--- config.mk ---
export PLATFORM = sky130hd
export DESIGN_NAME = branch_resolve_unit
export DESIGN_NICKNAME = d
export VERILOG_FILES = /design/src/rtl/branch_resolve_unit_pkg.sv /design/src/rtl/branch_resolve_unit_br_hyst_table.sv /design/src/rtl/branch_resolve_unit.sv
export SDC_FILE = /design/constraint.sdc
export NUM_CORES = 1
export LEC_CHECK = 0
export CAP_MARGIN = 20
export CORE_ASPECT_RATIO = 1.5
export CORE_UTILIZATION = 35
export DETAILED_ROUTE_END_ITERATION = 6
export SYNTH_ARGS = -nofsm -noshare
export SYNTH_HDL_FRONTEND = slang
export SYNTH_HIERARCHICAL = 1
export SYNTH_SLANG_ARGS = --single-unit
--- constraint.sdc ---
create_clock -name clk -period 2.5 [get_ports clk]
set_input_delay 0.5 -clock clk [delete_from_list [all_inputs] [get_ports clk]]
set_output_delay 0.5 -clock clk [all_outputs]
set_load 0.02 [all_outputs]
--- src/rtl/branch_resolve_unit_pkg.sv ---
`default_nettype none
// +--------------------------------------------------------------------------+
// | Module : branch_resolve_unit_pkg                                         |
// | Brief  : Shared types and constants for the execute-side branch resolver |
// |          and its per-entry hysteresis table.                             |
// | Rev    : 1.0  initial release                                            |
// +--------------------------------------------------------------------------+
package branch_resolve_unit_pkg;

  // Default geometry. The BTB index is taken from PC[IDX_LSB +: IDX_W].
  localparam int DATA_W  = 32;
  localparam int IDX_W   = 3;
  localparam int IDX_LSB = 2;
  localparam int DEPTH   = 1 << IDX_W;
  localparam int PERF_W  = 16;

  // 2-bit hysteresis counter values.
  typedef logic [1:0] ctr_t;
  localparam ctr_t CTR_SNT = 2'd0;
  localparam ctr_t CTR_WNT = 2'd1;
  localparam ctr_t CTR_WT  = 2'd2;
  localparam ctr_t CTR_ST  = 2'd3;

  // Outcome of one EX evaluation.
  typedef enum logic [2:0] {
    OC_NONE          = 3'd0,  // nothing to resolve (bubble, gated, or plain non-branch)
    OC_HIT_OK        = 3'd1,  // predicted taken, right target
    OC_MISS_TAKEN    = 3'd2,  // not predicted, actually taken
    OC_BAD_TARGET    = 3'd3,  // predicted taken, wrong target
    OC_BAD_NOT_TAKEN = 3'd4,  // predicted taken, actually not taken
    OC_NT_OK         = 3'd5,  // not predicted, not taken
    OC_ALIAS         = 3'd6   // BTB hit on a non-branch instruction
  } outcome_e;

  function automatic outcome_e classify_outcome(
    input logic eval_en,
    input logic br,
    input logic taken,
    input logic hit,
    input logic tgt_match
  );
    outcome_e oc;
    oc = OC_NONE;
    if (eval_en) begin
      if (!br) begin
        oc = hit ? OC_ALIAS : OC_NONE;
      end else if (taken) begin
        if (!hit)           oc = OC_MISS_TAKEN;
        else if (tgt_match) oc = OC_HIT_OK;
        else                oc = OC_BAD_TARGET;
      end else begin
        oc = hit ? OC_BAD_NOT_TAKEN : OC_NT_OK;
      end
    end
    return oc;
  endfunction

  function automatic ctr_t ctr_sat_inc(input ctr_t c);
    return (c == CTR_ST) ? CTR_ST : c + 2'd1;
  endfunction

  function automatic ctr_t ctr_sat_dec(input ctr_t c);
    return (c == CTR_SNT) ? CTR_SNT : c - 2'd1;
  endfunction

endpackage : branch_resolve_unit_pkg
`default_nettype wire

--- src/rtl/branch_resolve_unit_br_hyst_table.sv ---
`default_nettype none
// +--------------------------------------------------------------------------+
// | Module : br_hyst_table                                                   |
// | Brief  : ENTRY_DEPTH x 2-bit hysteresis counters, one asynchronous read  |
// |          port and one synchronous write port, synchronous reset to SNT.  |
// | Ports  : clk, rst         clock / sync active-high reset                 |
// |          rd_idx, rd_ctr   combinational read                             |
// |          wr_en, wr_idx,   write strobe, index, data (applied on posedge) |
// |          wr_ctr                                                          |
// | Rev    : 1.0  initial release                                            |
// +--------------------------------------------------------------------------+
module br_hyst_table
  import branch_resolve_unit_pkg::*;
#(
  parameter int ENTRY_W     = IDX_W,
  parameter int ENTRY_DEPTH = DEPTH
) (
  input  logic               clk,
  input  logic               rst,
  input  logic [ENTRY_W-1:0] rd_idx,
  output logic [1:0]         rd_ctr,
  input  logic               wr_en,
  input  logic [ENTRY_W-1:0] wr_idx,
  input  logic [1:0]         wr_ctr
);

  ctr_t ctr_q [ENTRY_DEPTH];
  ctr_t ctr_d [ENTRY_DEPTH];

  always_comb begin
    ctr_d = ctr_q;
    if (wr_en) begin
      ctr_d[wr_idx] = wr_ctr;
    end
  end

  always_ff @(posedge clk) begin
    if (rst) begin
      for (int e = 0; e < ENTRY_DEPTH; e++) begin
        ctr_q[e] <= CTR_SNT;
      end
    end else begin
      ctr_q <= ctr_d;
    end
  end

  assign rd_ctr = ctr_q[rd_idx];

endmodule : br_hyst_table
`default_nettype wire

--- src/rtl/branch_resolve_unit.sv ---
`default_nettype none
// +--------------------------------------------------------------------------+
// | Module : branch_resolve_unit                                             |
// | Brief  : Carries each fetch's BTB prediction through IF/ID and ID/EX,    |
// |          compares it with the real outcome in EX and, on a mispredict,   |
// |          issues a one-cycle flush/redirect plus a BTB write/invalidate.  |
// |          Also keeps per-entry hysteresis and saturating perf counters.   |
// | Ports  : clk, rst                 clock / sync active-high reset         |
// |          PC, Hit, Target_Add      fetch-side BTB lookup result           |
// |          Stall_Detected           hold IF/ID, bubble into ID/EX          |
// |          PC_Ex, Br_Detected,      real outcome of the instruction in EX  |
// |          Taken_Ex, PC_ALU                                                |
// |          Flush, Redirect_En,      pipeline kill and fetch redirect       |
// |          Redirect_PC                                                     |
// |          Upd_En, Upd_Inval,       BTB write / invalidate request         |
// |          Upd_PC, Upd_Target                                              |
// |          Br_Cnt, Mispred_Cnt      saturating performance counters        |
// | Rev    : 1.0  initial release                                            |
// +--------------------------------------------------------------------------+
module branch_resolve_unit
  import branch_resolve_unit_pkg::*;
#(
  parameter int WIDTH_DATA_LENGTH  = DATA_W,
  parameter int WIDTH_ENTRY_LENGTH = IDX_W,
  parameter int ENTRY_DEPTH_LENGTH = DEPTH,
  parameter int PERF_CNT_WIDTH     = PERF_W
) (
  input  logic                          clk,
  input  logic                          rst,
  input  logic [WIDTH_DATA_LENGTH-1:0]  PC,
  input  logic                          Hit,
  input  logic [WIDTH_DATA_LENGTH-1:0]  Target_Add,
  input  logic                          Stall_Detected,
  input  logic [WIDTH_DATA_LENGTH-1:0]  PC_Ex,
  input  logic                          Br_Detected,
  input  logic                          Taken_Ex,
  input  logic [WIDTH_DATA_LENGTH-1:0]  PC_ALU,
  output logic                          Flush,
  output logic                          Redirect_En,
  output logic [WIDTH_DATA_LENGTH-1:0]  Redirect_PC,
  output logic                          Upd_En,
  output logic                          Upd_Inval,
  output logic [WIDTH_DATA_LENGTH-1:0]  Upd_PC,
  output logic [WIDTH_DATA_LENGTH-1:0]  Upd_Target,
  output logic [PERF_CNT_WIDTH-1:0]     Br_Cnt,
  output logic [PERF_CNT_WIDTH-1:0]     Mispred_Cnt
);

  localparam int DW = WIDTH_DATA_LENGTH;
  localparam int PW = PERF_CNT_WIDTH;

  // Prediction metadata pipe
  logic          ifid_valid_q, ifid_valid_d;
  logic          ifid_hit_q,   ifid_hit_d;
  logic [DW-1:0] ifid_target_q, ifid_target_d;
  logic          idex_valid_q, idex_valid_d;
  logic          idex_hit_q,   idex_hit_d;
  logic [DW-1:0] idex_target_q, idex_target_d;

  // Registered outputs
  logic          flush_q,       flush_d;
  logic [DW-1:0] redirect_pc_q, redirect_pc_d;
  logic          upd_en_q,      upd_en_d;
  logic          upd_inval_q,   upd_inval_d;
  logic [DW-1:0] upd_pc_q,      upd_pc_d;
  logic [DW-1:0] upd_target_q,  upd_target_d;
  logic [PW-1:0] br_cnt_q,      br_cnt_d;
  logic [PW-1:0] mispred_cnt_q, mispred_cnt_d;

  // EX evaluation
  logic                          eval_en;
  outcome_e                      outcome;
  logic [DW-1:0]                 pc_ex_plus4;
  logic [WIDTH_ENTRY_LENGTH-1:0] idx_ex;
  ctr_t                          ctr_rd;
  logic                          ctr_we;
  ctr_t                          ctr_wdata;

  // The fetch PC itself is not needed: the EX-stage PC is supplied directly.
  logic unused_fetch_pc;
  assign unused_fetch_pc = ^PC;

  function automatic logic [PW-1:0] perf_inc(input logic [PW-1:0] c);
    return (&c) ? c : c + PW'(1);
  endfunction

  assign idx_ex = PC_Ex[WIDTH_ENTRY_LENGTH+IDX_LSB-1:IDX_LSB];

  br_hyst_table #(
    .ENTRY_W     (WIDTH_ENTRY_LENGTH),
    .ENTRY_DEPTH (ENTRY_DEPTH_LENGTH)
  ) u_hyst (
    .clk    (clk),
    .rst    (rst),
    .rd_idx (idx_ex),
    .rd_ctr (ctr_rd),
    .wr_en  (ctr_we),
    .wr_idx (idx_ex),
    .wr_ctr (ctr_wdata)
  );

  // Pipe advance: an outstanding Flush kills both stages; a stall holds IF/ID
  // and drops a bubble into ID/EX.
  always_comb begin
    ifid_valid_d  = ifid_valid_q;
    ifid_hit_d    = ifid_hit_q;
    ifid_target_d = ifid_target_q;
    idex_valid_d  = idex_valid_q;
    idex_hit_d    = idex_hit_q;
    idex_target_d = idex_target_q;
    if (flush_q) begin
      ifid_valid_d = 1'b0;
      idex_valid_d = 1'b0;
    end else if (Stall_Detected) begin
      idex_valid_d = 1'b0;
    end else begin
      ifid_valid_d  = 1'b1;
      ifid_hit_d    = Hit;
      ifid_target_d = Target_Add;
      idex_valid_d  = ifid_valid_q;
      idex_hit_d    = ifid_hit_q;
      idex_target_d = ifid_target_q;
    end
  end

  // Resolution. While Flush is high the ID/EX contents are wrong-path, so
  // evaluation is gated; this also rules out back-to-back mispredicts.
  always_comb begin
    eval_en     = idex_valid_q & ~flush_q;
    outcome     = classify_outcome(eval_en, Br_Detected, Taken_Ex, idex_hit_q,
                                   (idex_target_q == PC_ALU));
    pc_ex_plus4 = PC_Ex + DW'(4);

    flush_d       = 1'b0;
    redirect_pc_d = '0;
    upd_en_d      = 1'b0;
    upd_inval_d   = 1'b0;
    upd_pc_d      = '0;
    upd_target_d  = '0;
    ctr_we        = 1'b0;
    ctr_wdata     = ctr_rd;
    br_cnt_d      = br_cnt_q;
    mispred_cnt_d = mispred_cnt_q;

    case (outcome)
      OC_HIT_OK: begin
        ctr_we    = 1'b1;
        ctr_wdata = ctr_sat_inc(ctr_rd);
      end
      OC_MISS_TAKEN, OC_BAD_TARGET: begin
        flush_d       = 1'b1;
        redirect_pc_d = PC_ALU;
        upd_en_d      = 1'b1;
        upd_pc_d      = PC_Ex;
        upd_target_d  = PC_ALU;
        ctr_we        = 1'b1;
        ctr_wdata     = CTR_WT;
      end
      OC_BAD_NOT_TAKEN: begin
        flush_d       = 1'b1;
        redirect_pc_d = pc_ex_plus4;
        ctr_we        = 1'b1;
        ctr_wdata     = ctr_sat_dec(ctr_rd);
        // Only drop the BTB entry once the counter leans not-taken.
        if (ctr_wdata <= CTR_WNT) begin
          upd_en_d    = 1'b1;
          upd_inval_d = 1'b1;
          upd_pc_d    = PC_Ex;
        end
      end
      OC_ALIAS: begin
        flush_d       = 1'b1;
        redirect_pc_d = pc_ex_plus4;
        upd_en_d      = 1'b1;
        upd_inval_d   = 1'b1;
        upd_pc_d      = PC_Ex;
        ctr_we        = 1'b1;
        ctr_wdata     = CTR_SNT;
      end
      default: ;
    endcase

    if (eval_en && Br_Detected) begin
      br_cnt_d = perf_inc(br_cnt_q);
    end
    if (flush_d) begin
      mispred_cnt_d = perf_inc(mispred_cnt_q);
    end
  end

  always_ff @(posedge clk) begin
    if (rst) begin
      ifid_valid_q  <= 1'b0;
      ifid_hit_q    <= 1'b0;
      ifid_target_q <= '0;
      idex_valid_q  <= 1'b0;
      idex_hit_q    <= 1'b0;
      idex_target_q <= '0;
      flush_q       <= 1'b0;
      redirect_pc_q <= '0;
      upd_en_q      <= 1'b0;
      upd_inval_q   <= 1'b0;
      upd_pc_q      <= '0;
      upd_target_q  <= '0;
      br_cnt_q      <= '0;
      mispred_cnt_q <= '0;
    end else begin
      ifid_valid_q  <= ifid_valid_d;
      ifid_hit_q    <= ifid_hit_d;
      ifid_target_q <= ifid_target_d;
      idex_valid_q  <= idex_valid_d;
      idex_hit_q    <= idex_hit_d;
      idex_target_q <= idex_target_d;
      flush_q       <= flush_d;
      redirect_pc_q <= redirect_pc_d;
      upd_en_q      <= upd_en_d;
      upd_inval_q   <= upd_inval_d;
      upd_pc_q      <= upd_pc_d;
      upd_target_q  <= upd_target_d;
      br_cnt_q      <= br_cnt_d;
      mispred_cnt_q <= mispred_cnt_d;
    end
  end

  assign Flush       = flush_q;
  assign Redirect_En = flush_q;
  assign Redirect_PC = redirect_pc_q;
  assign Upd_En      = upd_en_q;
  assign Upd_Inval   = upd_inval_q;
  assign Upd_PC      = upd_pc_q;
  assign Upd_Target  = upd_target_q;
  assign Br_Cnt      = br_cnt_q;
  assign Mispred_Cnt = mispred_cnt_q;

endmodule : branch_resolve_unit
`default_nettype wire

# After elaboration in Yosys (flattened, before gate mapping)
# Cells that the tools add are included.
# word_totals
regBits,215
in_bits,134
out_inout_bits,132
elab_cells,84
# classes
add_sub_neg,5
magnitude_cmp,3
n_eq_ne,7
n_mux,24
n_bitwise,7
n_reduce_logical,16
# op_table
operator,count
$pmux W32 S2,2
$add A16 B1 Y16 const B,2
$add A32 B3 Y32 const B,1
$eq A32 B32 Y1,1
$mux W32,1
$reduce_and A16 Y1,2
$bwmux W16,1
$mux W2,7
$mux W3,4
$pmux W2 S4,1
$reduce_or A2 Y1,4
$bmux W2 S3,1
$demux W2 S3,1
$eq A3 B2 Y1 const B,2
$eq A3 B3 Y1 const B,2
$reduce_and A2 Y1,3
$reduce_or A3 Y1,2
$not A1 Y1,5
$reduce_or A5 Y1,1
$ge A4 B4 Y1 const B,1
$lt A4 B1 Y1 const B,1
$mux W1,4
$not A3 Y4,1
$pmux W1 S2,2
other kinds (9),10

# Longest topological paths before layout
# Gate-level depths: netlist of the first run.
# depth
depth_word,10
depth_mapped,10
mapped_depth_nobuf,9

# By module
# The synthesis of the first run kept the hierarchy.
# by_module_without_submodules
mod,n_inst,cells_each,area_per_inst_um2,seq_area_each_um2
branch_resolve_unit,1,878,7876.3,3983.8
br_hyst_table,1,66,768.2,320.3

# Worst setup path after synthesis of the first run
# OpenSTA, ideal clock, no wires.
# synth_timing
path_type,input -> register
from,input port PC_Ex[2]
to,register u_hyst/ctr_q[14] (netlist name)
setup_ns,0.128
arrival_ns,2.213
t_required_ns,2.372
slack_ns,0.160
stages,9
n_path_buf,1
path_cell_list,mux4_1 -> mux2_2 -> maj3_1 -> nand3_1 -> a21o_1 -> o21ai_0 -> clkbuf_1 -> mux2i_1 -> nor2_1
# synth_via
elab_chain_cells,8
elab_cells_between_ends,17
classes_between,add/sub (2); order compare (2); eq/ne (1); mux (9); bitwise (1); reduce/logical (2)
# synth_rtl
element,line,source
"start, declared",branch_resolve_unit.sv:34,"input logic [WIDTH_DATA_LENGTH-1:0] PC_Ex,"
$not A3 Y4 (implied by the code) *,branch_resolve_unit_br_hyst_table.sv:47,assign rd_ctr = ctr_q[rd_idx];
$bmux W2 S3 *,branch_resolve_unit_br_hyst_table.sv:47,
$mux W2 (implied by the code) * (2 in a row),branch_resolve_unit_br_hyst_table.sv:47,
net ctr_rd[1],branch_resolve_unit.sv:75,ctr_t ctr_rd;
$eq A2 B2 Y1 / $logic_not A2 Y1 (equally long branches),"branch_resolve_unit_pkg.sv:59, branch_resolve_unit_pkg.sv:63",
"$mux W2, on equally long branches","branch_resolve_unit_pkg.sv:59, branch_resolve_unit_pkg.sv:63",
$pmux W2 S4 *,branch_resolve_unit.sv:145,case (outcome)
net ctr_wdata[0],branch_resolve_unit.sv:77,ctr_t ctr_wdata;
$bwmux W16 *,branch_resolve_unit_br_hyst_table.sv:33,ctr_d[wr_idx] = wr_ctr;
"end signal, assigned",branch_resolve_unit_br_hyst_table.sv:43,ctr_q <= ctr_d;
"end, declared",branch_resolve_unit_br_hyst_table.sv:27,ctr_t ctr_q [ENTRY_DEPTH];
# Mark *: on every way through the listed nets, which the timed path passes. The rest lies on a longest branch. The select of a mux whose other input is x is not followed.
# A chain may end at the register's enable or synchronous reset.

# Worst setup path after layout of the first run
# layout_timing
from,input port PC_ALU[1]
to,register mispred_cnt_q[10] (netlist: Mispred_Cnt[10])
# layout_via
elab_chain_cells,10
elab_cells_between_ends,13
classes_between,eq/ne (5); mux (6); reduce/logical (2)
# layout_rtl
element,line,source
"start, declared",branch_resolve_unit.sv:37,"input logic [WIDTH_DATA_LENGTH-1:0] PC_ALU,"
$eq A32 B32 Y1 *,branch_resolve_unit.sv:131,(idex_target_q == PC_ALU));
$mux W2 *,branch_resolve_unit_pkg.sv:49,else if (tgt_match) oc = OC_HIT_OK;
$mux W2 *,branch_resolve_unit_pkg.sv:48,if (!hit) oc = OC_MISS_TAKEN;
$mux W3 *,branch_resolve_unit_pkg.sv:47,end else if (taken) begin
$mux W3 *,branch_resolve_unit_pkg.sv:45,if (!br) begin
$mux W3 *,branch_resolve_unit_pkg.sv:44,if (eval_en) begin
$eq A3 B3 Y1 / $eq A3 B2 Y1 (equally long branches),branch_resolve_unit.sv:145,
$reduce_or A4 Y1 (no source line) *,n/a,
$mux W1 *,branch_resolve_unit.sv:145,
$reduce_and A2 Y1 (no source line) *,n/a,
"end signal, assigned",branch_resolve_unit.sv:221,mispred_cnt_q <= mispred_cnt_d;
"end, declared",branch_resolve_unit.sv:68,"logic [PW-1:0] mispred_cnt_q, mispred_cnt_d;"
# Mark *: on every way between the ends. The rest lies on a longest branch, timed or not.

==> flow_summary_export.csv, run 1 <==
group,metric,value,unit
layout,drive_gt1_frac,0.1397,
job,max-cap-violations,0,
drt,first_pass_iters,4,
clock_network,cts_buffers,22,
clock_network,cts_tree,"yes",
critical_path,cp-end-kind,"flip-flop",
synth,avgSynthCellArea,9.157,sq um
synth,syn_area,0.008645,sq mm
place,dp_slack,-0.6451,ns
sta,hold_viol,0,
critical_path,crit_slowest_cell,"a2111oi_0",
critical_path,reg2reg_from,"u_hyst/ctr_q[7]$_SDFFE_PP0P_",
hold_path,hp-class,"input port to flip-flop",
critical_path,worstPathArrival,2.76,ns
sta,finClkSkew,0.008696,ns
power_and_ir_drop,leakagePower,4.951,nW
die,die_h,194.5,microns
grt,antenna_found_initial,2,
grt,grt_max_degree,59,
place,place_inst,1562,
sta,finalSetupViolCount,0,
synth,synth_nets,1081,
layout,n_fill_cell,2360,
layout,final_common_cell,"clkdlybuf4s50_1",
place,dpl.hpwl,20820,microns
place,portBuffers,233,
power_and_ir_drop,fin_total_pwr,7.576,mW
run_status,status,"finished clean",
die,coreArea,0.02435,sq mm
die,fp-row-count,70,
hold_path,min_path_cells,2,
clock_network,htree_levels,1,
critical_path,critPathMaxStageDelay,0.53,ns
drt,totalWireLength,27020,microns
layout,fin_cells,1606,
synth,synth_cell_types,57,
layout,fin_util,0.5317,
critical_path,required,2.89,ns
clock_network,cts.path.max_buffers,3,
synth,ys.flop_type,"dfxtp_1",
critical_path,cp-start-kind,"input port",
drt,first_iter_violations,269,
clock_network,clk_latency,0.50,ns
grt,grt_pass1_vias,7570,
layout,final_cell_mix,"clkdlybuf4s50_1 (230), dfxtp_1 (215), nand2_1 (162)",
die,fp.dieW,130.3,microns
sta,slew_violations,0,
critical_path,rrSetupSlack,0.25,ns
layout,fin_nets,1403,
sta,setup_ws,0.1283,ns
synth,yosysWarnings,6,
critical_path,rr_worst_depth,9,
power_and_ir_drop,ir_drop,486.9,uV
layout,areaGrowthSynthToFinish,49.75,%
hold_path,min_from,"rst",
drt,vias,7699,
critical_path,worst_r2r_endpoint,"u_hyst/ctr_q[6]$_SDFFE_PP0P_",
sta,fin_crit_sh,0.9487,
critical_path,cp_cell_sequence,"clkdlybuf4s50_1, xnor2_1, nand4_1, or2_2, o21ai_0, buf_4, a2111oi_0, mux2_2",
drt,route.met3.wl,1410,microns
hold_path,worst_hold_path.endpoint,"u_hyst/ctr_q[14]$_SDFFE_PP0P_",
synth,synth.area.top_cells,"dfxtp_1 (50%), nand2_1 (7.0%), a21oi_1 (4.6%)",
synth,synth_cells,944,
critical_path,worstSetupPathType,"input port to flip-flop",
sta,relSlewSlack,0.6240,
clock_network,cts.sinks,215,
sta,rsz0062_at_grt,"no",
drt,vias_per_cell,4.794,
clock_network,clk_pin_slew_worst_paths,0.06,ns
power_and_ir_drop,powerDensity,585.3,mW/mm^2
drt,top_layer_used,"met5",
synth,synth-seq-area-share,0.4979,
synth,synth_area_leader_cell,"dfxtp_1",
grt,grt_first_pass_wirelength,41090,microns
synth,synth.top_cell.area_share,0.4979,
drt,antenna_left,0,
synth,synth-edff-count,0,
die,die_area,0.02534,sq mm
synth,async_flop_share,0,
die,io_pins,266,
clock_network,clock_tree.root_cell,"clkbuf_16",
drt,met2_length,14960,microns
drt,route.detailed.drc,0,
sta,worstMarginPinSlew,0.5641,ns
grt,overflow,0,
drt,drt-met1-wl,9759,microns
synth,synth-seq-cells,215,
grt,grtUsageTotal,0.2124,
die,initial_core_util,0.3550,
place,place_congestion,0.8820,
drt,wl_per_cell,16.82,microns
critical_path,path_max_fanout,3,
sta,period_minus_slack,2.372,ns
sta,max_freq,0.4216,GHz
repair_timing:
item | 4_1_cts | 5_1_grt
gates resized for setup | 1 | 9
pin swaps | 0 | 1
endpoints found under the hold margin | 0 | 0
setup buffers | 0 | 4
hold buffers | 0 | 0
setup endpoints to repair | 49 | 54
state kept, by name, summed over array words and instances (netlist names):
| signal | count |
|---|---|
| Upd_En | 1 |
| idex_hit_q | 1 |
| Br_Cnt | 16 |
| Upd_Target | 32 |
| ifid_valid_q | 1 |
| Upd_Inval | 1 |
| ifid_target_q | 32 |
| idex_target_q | 32 |
| Mispred_Cnt | 16 |
| Flush | 1 |
| Redirect_PC | 32 |
| ifid_hit_q | 1 |
| idex_valid_q | 1 |
| u_hyst/ctr_q | 16 |
| Upd_PC | 32 |
logic make-up after synthesis:
family                   Yosys count  share of synthesized area
AND/OR/NAND/NOR                  420                     0.2450
flip-flops                       215                     0.4979
AO/OA/AOI/OAI                    146                     0.1075
XOR/XNOR                          70                    0.07179
buffers and inverters             57                    0.02620
multiplexers                      32                    0.04603
adder cells (fa/ha/maj)            4                   0.005501
worst max path at each step:
stage,from,to
3_3_place_gp,PC_Ex[2],u_hyst/ctr_q[14]$_SDFFE_PP0P_
2_1_floorplan,PC_Ex[2],u_hyst/ctr_q[14]$_SDFFE_PP0P_
4_1_cts,PC_ALU[1],Mispred_Cnt[2]$_SDFFE_PP0P_
6_report,PC_ALU[1],Mispred_Cnt[10]$_SDFFE_PP0P_
3_5_place_dp,PC_Ex[2],u_hyst/ctr_q[6]$_SDFFE_PP0P_
5_1_grt,PC_ALU[1],Mispred_Cnt[10]$_SDFFE_PP0P_
critical path: cells and delay by family:
family                    cells  cell delay [ns]
AOI/OAI and AO/OA             2             0.64
and+or+nand+nor               2             0.41
xor gates and xnor gates      1             0.17
muxes                         1             0.39
buffers and inverters         2             0.65
cell usage after synthesis, types with 3 or more instances:
master / count
a21o_1: 3
a21oi_1: 79
mux2i_1: 18
o2bb2ai_1: 6
xnor2_1: 33
nand3_1: 30
nand4b_1: 4
ha_1: 3
nor2_1: 59
a22o_1: 27
or2_2: 3
clkbuf_1: 32
dfxtp_1: 215
buf_2: 7
and4_1: 5
nand2b_1: 11
inv_1: 8
nand2_1: 162
and3_1: 15
xor2_1: 36
mux4_1: 4
a211oi_1: 3
nand4_1: 23
mux2_2: 9
nor4_1: 6
or3_1: 5
nor2b_1: 39
nor3_1: 8
and2_1: 33
and4bb_2: 3
or4_1: 3
o21ai_0: 12
o311ai_0: 3
buf_1: 9
where the power goes:
group / internal [mW] / total [mW] / switching, mW
logic: 0.332 / 0.628 / 0.297
clock network: 2.07 / 3.43 / 1.36
registers: 3.48 / 3.52 / 0.0327
metrics by stage:
| step | hold slack [ns] | area, sq um | TNS (ns) |
|---|---|---|---|
| 6_report | 0.4454 | 12940 | 0 |
| 5_1_grt | 0.4535 | 12940 | 0 |
| 4_1_cts | 0.4340 | 12880 | 0 |
| 3_5_place_dp | 0.4431 | 12120 | -57.39 |
| 3_3_place_gp | 0.4345 | 12120 | -52.60 |
| 2_1_floorplan | 0.4247 | 8645 | 0 |
cell type report:
class	instances	area, sq um	area share
diodes	1	2.502	0.0001933
clock buffers	32	669.4	0.05171
clock inverters	7	100.1	0.007732
inverters	8	30.03	0.002320
multi-input cells	672	4155	0.3210
flip-flops and latches	215	4304	0.3325
well taps	324	405.4	0.03132
repair buffers	347	3278	0.2532
layer usage:
metal	global-route usage	up-vias
li1	-	3882
met1	0.2166	3572
met4	0.08053	2
met2	0.4180	193
met3	0.03165	50
met5	0	-
Note: power is estimated with default switching activity, not from simulation.
==> run 2: changes to the inputs <==
--- a/config.mk
+++ b/config.mk
@@ -8,7 +8,9 @@
 export CAP_MARGIN = 20
 export CORE_ASPECT_RATIO = 1.5
 export CORE_UTILIZATION = 35
+export CTS_CLUSTER_DIAMETER = 150
 export DETAILED_ROUTE_END_ITERATION = 6
+export HOLD_SLACK_MARGIN = 0.05
 export SYNTH_ARGS = -nofsm -noshare
 export SYNTH_HDL_FRONTEND = slang
 export SYNTH_HIERARCHICAL = 1
==> constraint.sdc (replaced) <==
create_clock -name clk -period 2.5 [get_ports clk]
set_input_delay 0.25 -clock clk [delete_from_list [all_inputs] [get_ports clk]]
set_output_delay 0.25 -clock clk [all_outputs]
set_load 0.02 [all_outputs]
==> run 2 against run 1 <==
Net effect: design area down 2.4%; combinational power shrank 4.8%; clock skew barely moved.
==> flow_summary_export.csv, run 2 (synthesis results as in run 1) <==
group,metric,value,unit
critical_path,reg2reg_from,"idex_target_q[2]$_SDFFE_PP0P_",
sta,slew_violations,0,
critical_path,critical_path_buf_inv_count,2,
place,portBuffers,233,
clock_network,cts_tree,"yes",
power_and_ir_drop,powerDensity,586.4,mW/mm^2
job,max-cap-violations,0,
clock_network,cts.sinks,215,
sta,finalSetupViolCount,0,
layout,final_common_cell,"clkdlybuf4s50_1",
grt,grt_pass1_vias,7515,
die,io_pins,266,
critical_path,worst_r2r_endpoint,"Mispred_Cnt[2]$_SDFFE_PP0P_",
clock_network,clk_latency,0.49,ns
clock_network,cts.path.max_buffers,3,
layout,final_cell_mix,"clkdlybuf4s50_1 (232), dfxtp_1 (215), nand2_1 (162)",
critical_path,cp-end-kind,"flip-flop",
place,dpl.hpwl,20500,microns
place,place_inst,1538,
sta,worstMarginPinSlew,0.5651,ns
clock_network,clk_pin_slew_worst_paths,0.06,ns
die,die_h,194.5,microns
critical_path,cp-start-kind,"input port",
grt,grt_most_used_layer,"met2",
hold_path,hp-class,"input port to flip-flop",
place,placed_area,0.01191,sq mm
critical_path,rr_worst_depth,8,
critical_path,cp_num_cells,10,
drt,wl_per_cell,16.99,microns
drt,vias,7643,
clock_network,cts_buffers,22,
drt,first_pass_iters,4,
clock_network,post-cts-setup-buffers,0,
grt,overflow,0,
die,coreArea,0.02435,sq mm
critical_path,cp-endpoint,"u_hyst/ctr_q[0]$_SDFFE_PP0P_",
layout,multi_input_area,0.004134,sq mm
critical_path,critPathMaxStageDelay,0.60,ns
drt,route.detailed.drc,0,
sta,rsz0062_at_grt,"no",
sta,fin_crit_sh,0.9334,
die,initial_core_util,0.3550,
clock_network,clock_tree.root_cell,"clkbuf_16",
sta,relSlewSlack,0.6233,
layout,design_area,0.01263,sq mm
critical_path,crit_slowest_cell,"clkdlybuf4s50_1",
die,fp-row-count,70,
sta,finClkSkew,0.008317,ns
layout,seq_area,0.004304,sq mm
critical_path,rrSetupSlack,0.23,ns
critical_path,worstPathArrival,2.69,ns
layout,n_fill_cell,2397,
clock_network,htree_levels,1,
die,fp.dieW,130.3,microns
drt,antenna_left,0,
critical_path,critPathLaunch,"PC_Ex[2]",
critical_path,path_max_fanout,8,
die,die_area,0.02534,sq mm
power_and_ir_drop,fin_total_pwr,7.409,mW
hold_path,min_path_cells,2,
sta,hold_ws,0.2147,ns
grt,grt_max_degree,64,
sta,hold_viol,0,
power_and_ir_drop,leakagePower,4.771,nW
clock_network,cts_resized,0,
layout,fin_cells,1577,
layout,fin_nets,1375,
run_status,status,"finished clean",
grt,antenna_found_initial,2,
drt,totalWireLength,26790,microns
power_and_ir_drop,ir_drop,489.2,uV
layout,drive_gt1_frac,0.1142,
sta,period_minus_slack,2.333,ns
grt,grtUsageTotal,0.2116,
grt,grt_use_met3,0.03496,
critical_path,crit_family,"multiplexers",
drt,vias_per_cell,4.847,
place,place_congestion,0.8755,
clock_network,ctsHoldBuffers,0,
layout,areaGrowthSynthToFinish,46.16,%
critical_path,cp_cell_sequence,"clkdlybuf4s50_1, mux4_1, mux2_2, maj3_1, nand3_1, a21o_1, o21ai_0, buf_4, mux2i_1, nor2_1",
grt,grtUsageMet1,0.2188,
sta,max_freq,0.4285,GHz
grt,met2_usage,0.4194,
critical_path,worstSetupPathType,"input port to flip-flop",
critical_path,required,2.86,ns
grt,grt_first_pass_wirelength,41130,microns
drt,first_iter_violations,354,
-- run 2: how the worst min path moves through the flow --
stage | startpoint | to | slack [ns]
CTS | rst | u_hyst/ctr_q[8]$_SDFFE_PP0P_ | 0.22
floorplan | PC_Ex[2] | Redirect_PC[2]$_SDFF_PP0_ | 0.34
detailed placement | ifid_target_q[30]$_SDFFE_PP0P_ | idex_target_q[30]$_SDFFE_PP0P_ | 0.45
global route | rst | u_hyst/ctr_q[7]$_SDFFE_PP0P_ | 0.23
finish | rst | u_hyst/ctr_q[12]$_SDFFE_PP0P_ | 0.21
global placement | ifid_target_q[5]$_SDFFE_PP0P_ | idex_target_q[5]$_SDFFE_PP0P_ | 0.44
-- run 2: metal layers --
metal / part of all wire / vias up
met5: 0.00049 / -
met4: 0.021 / 2
met3: 0.055 / 32
met2: 0.56 / 199
met1: 0.36 / 3584
li1: - / 3826
-- run 2: cell type report --
| type | count | area share |
|---|---|---|
| Timing Repair Buffer | 319 | 0.2404 |
| Inverter | 8 | 0.002377 |
| Antenna cell | 1 | 0.0001981 |
| Clock inverter | 5 | 0.006140 |
| Clock buffer | 33 | 0.05090 |
| Multi-Input combinational cell | 672 | 0.3272 |
| Tap cell | 324 | 0.03209 |
| Sequential cell | 215 | 0.3407 |
-- run 2: per-stage QoR --
| step | worst slack (ns) | util | TNS [ns] |
|---|---|---|---|
| after floorplan | 0.4096 | - | 0 |
| after CTS | 0.1671 | 0.5188 | 0 |
| final | 0.1665 | 0.5189 | 0 |
| after global routing | 0.05240 | 0.5189 | 0 |
| after detailed placement | -0.3411 | 0.4892 | -22.86 |
| after global placement | -0.3118 | 0.4892 | -23.54 |
-- run 2: power by group --
group / total [mW] / internal, mW / switching [mW]
clock: 3.30 / 1.98 / 1.32
sequential: 3.52 / 3.48 / 0.0318
combinational: 0.598 / 0.309 / 0.289
total: 7.41 / 5.77 / 1.64
==> run 3: changes to the inputs <==
--- a/config.mk
+++ b/config.mk
@@ -7,10 +7,11 @@
 export LEC_CHECK = 0
 export CAP_MARGIN = 20
 export CORE_ASPECT_RATIO = 1.5
-export CORE_UTILIZATION = 35
+export CORE_UTILIZATION = 47
 export CTS_CLUSTER_DIAMETER = 150
 export DETAILED_ROUTE_END_ITERATION = 6
 export HOLD_SLACK_MARGIN = 0.05
+export PLACE_DENSITY = 0.8
 export SYNTH_ARGS = -nofsm -noshare
 export SYNTH_HDL_FRONTEND = slang
 export SYNTH_HIERARCHICAL = 1
==> run 3 against run 2 <==
Net effect: combinational power rose by 0.8%; total power up 0.97%; utilization is 18 points higher; global-route usage is 5.1 points higher; critical path depth decreased by 3; via count up 2.1%; first-iteration DRC count increased by 30%.
==> flow_summary_export.csv, run 3 (synthesis results as in run 1) <==
group,metric,value,unit
grt,grt_max_degree,60,
layout,final_common_cell,"clkdlybuf4s50_1",
clock_network,cts_buffers,21,
layout,fin_nets,1371,
hold_path,hp-class,"input port to flip-flop",
place,place_inst,1428,
die,fp-row-count,60,
layout,num_antenna_cells,0,
die,io_pins,266,
sta,max_freq,0.4329,GHz
power_and_ir_drop,powerDensity,599.1,mW/mm^2
critical_path,worst_r2r_endpoint,"Redirect_PC[7]$_SDFF_PP0_",
layout,final_cell_mix,"clkdlybuf4s50_1 (231), dfxtp_1 (215), nand2_1 (162)",
critical_path,worstPathArrival,2.69,ns
critical_path,cp-start-kind,"flip-flop",
die,die_h,168.1,microns
sta,fin_crit_sh,0.9241,
critical_path,rrSetupSlack,0.19,ns
hold_path,worst_hold_path.endpoint,"u_hyst/ctr_q[2]$_SDFFE_PP0P_",
job,max-cap-violations,0,
grt,antenna_found_initial,0,
drt,route.detailed.drc,0,
critical_path,required,2.88,ns
hold_path,min_path_cells,2,
grt,grt_first_pass_wirelength,39030,microns
layout,fin_cells,1465,
clock_network,cts.sinks,215,
grt,overflow,0,
sta,hold_viol,0,
die,die_area,0.01895,sq mm
drt,antenna_left,0,
layout,areaGrowthSynthToFinish,44.45,%
critical_path,path_max_fanout,10,
run_status,status,"finished clean",
clock_network,clk_latency,0.50,ns
critical_path,crit_slowest_cell,"nor4_1",
sta,setup_ws,0.1898,ns
grt,grt_pass1_vias,7521,
clock_network,ctsHoldBuffers,0,
sta,period_minus_slack,2.310,ns
sta,relSlewSlack,0.6137,
critical_path,rr_worst_depth,7,
critical_path,cp-end-kind,"flip-flop",
power_and_ir_drop,leakagePower,4.778,nW
critical_path,worstSetupPathType,"flip-flop to flip-flop",
drt,totalWireLength,25380,microns
drt,vias,7805,
sta,rsz0062_at_grt,"no",
critical_path,cp_cell_sequence,"xnor2_1, nand4_1, nor4_1, and3_1, nor3_4, buf_4, a22o_1",
place,portBuffers,233,
critical_path,critPathMaxStageDelay,0.47,ns
clock_network,htree_levels,1,
drt,first_iter_violations,461,
sta,finalSetupViolCount,0,
clock_network,clock_tree.root_cell,"clkbuf_16",
sta,finClkSkew,0.01197,ns
die,coreArea,0.01794,sq mm
place,dp_slack,-0.4039,ns
place,place_congestion,0.9034,
clock_network,clk_pin_slew_worst_paths,0.06,ns
place,dpl.hpwl,18920,microns
clock_network,post-cts-setup-buffers,0,
layout,drive_gt1_frac,0.1178,
critical_path,crit_family,"simple AND/OR/NAND/NOR gates",
power_and_ir_drop,ir_drop,558.1,uV
die,fp.dieW,112.7,microns
critical_path,reg2reg_from,"idex_target_q[17]$_SDFFE_PP0P_",
hold_path,min_from,"rst",
sta,slew_violations,0,
drt,vias_per_cell,5.328,
critical_path,critical_path_buf_inv_count,1,
die,initial_core_util,0.4818,
clock_network,cts.path.max_buffers,3,
clock_network,cts_tree,"yes",
grt,grtUsageTotal,0.2628,
sta,worstMarginPinSlew,0.5794,ns
drt,wl_per_cell,17.33,microns
drt,first_pass_iters,5,
[run 3: cell types whose count changed in the layout (fill, tap and decap cells not counted), sizes merged]
cell / delta
bufinv: +2
buf: -3
inv: +1
dlymetal6s2s: +1
clkinv: +6
diode: -1
clkbuf: -10
clkdlybuf4s50: -1
[run 3: cell type report]
class                           instances  area (sq um)
Fill cell                            1385          5455
Sequential cell                       215          4304
Multi-Input combinational cell        672          4139
Timing Repair Buffer                  316          3005
Clock buffer                           23         553.0
Tap cell                              217         271.5
Clock inverter                         14         183.9
Inverter                                8         30.03
[run 3: stage by stage]
step / hold slack [ns] / setup TNS (ns) / power (mW) / util / instance area (sq um)
floorplan: 0.3377 / 0 / 3.812 / - / 8645
global placement: 0.4366 / -22.46 / 4.181 / 0.6545 / 11740
detailed placement: 0.4442 / -29.45 / 4.191 / 0.6545 / 11740
CTS: 0.1467 / 0 / 7.532 / 0.6955 / 12480
global route: 0.1734 / 0 / 7.719 / 0.6960 / 12490
finish: 0.1513 / 0 / 7.481 / 0.6960 / 12490
[run 3: repair_timing]
action                                  in CTS  in global routing
endpoints found under the hold margin        0                  0
resized for setup                            0                  2
endpoints found under the setup margin       0                 19
[run 3: worst max path at each step]
| stage | from | end | slack, ns | cells past startpoint |
|---|---|---|---|---|
| 3_3_place_gp | PC_Ex[2] | u_hyst/ctr_q[12]$_SDFFE_PP0P_ | -0.29 | 10 |
| 2_1_floorplan | PC_Ex[2] | u_hyst/ctr_q[14]$_SDFFE_PP0P_ | 0.41 | 9 |
| 3_5_place_dp | PC_Ex[2] | Upd_PC[6]$_SDFF_PP0_ | -0.40 | 9 |
| 6_report | idex_target_q[17]$_SDFFE_PP0P_ | Redirect_PC[7]$_SDFF_PP0_ | 0.19 | 7 |
| 5_1_grt | idex_target_q[17]$_SDFFE_PP0P_ | Redirect_PC[6]$_SDFF_PP0_ | 0.03 | 7 |
| 4_1_cts | PC_Ex[2] | Upd_PC[27]$_SDFF_PP0_ | 0.09 | 9 |
[run 3: worst reg2reg max path: stages, from the launching register on]
cell and delay [ns]:
dfxtp_1 0.32, xnor2_1 0.19, nand4_1 0.24, nor4_1 0.47
and3_1 0.39, nor3_4 0.14, buf_4 0.21, a22o_1 0.25
[run 3: metal layers]
metal | GRT usage | wire, microns | vias up
met5 | 0 | 0 | -
met4 | 0.1148 | 969 | 0
met3 | 0.04320 | 1447 | 50
met2 | 0.5137 | 13770 | 261
met1 | 0.2694 | 9192 | 3686
li1 | - | - | 3808
[run 3: where the power goes]
group / internal [mW] / leakage [nW] / switching (mW) / total, mW
clock: 2.02 / 0.366 / 1.34 / 3.36
sequential: 3.48 / 1.74 / 0.0337 / 3.52
combinational: 0.313 / 2.67 / 0.290 / 0.603
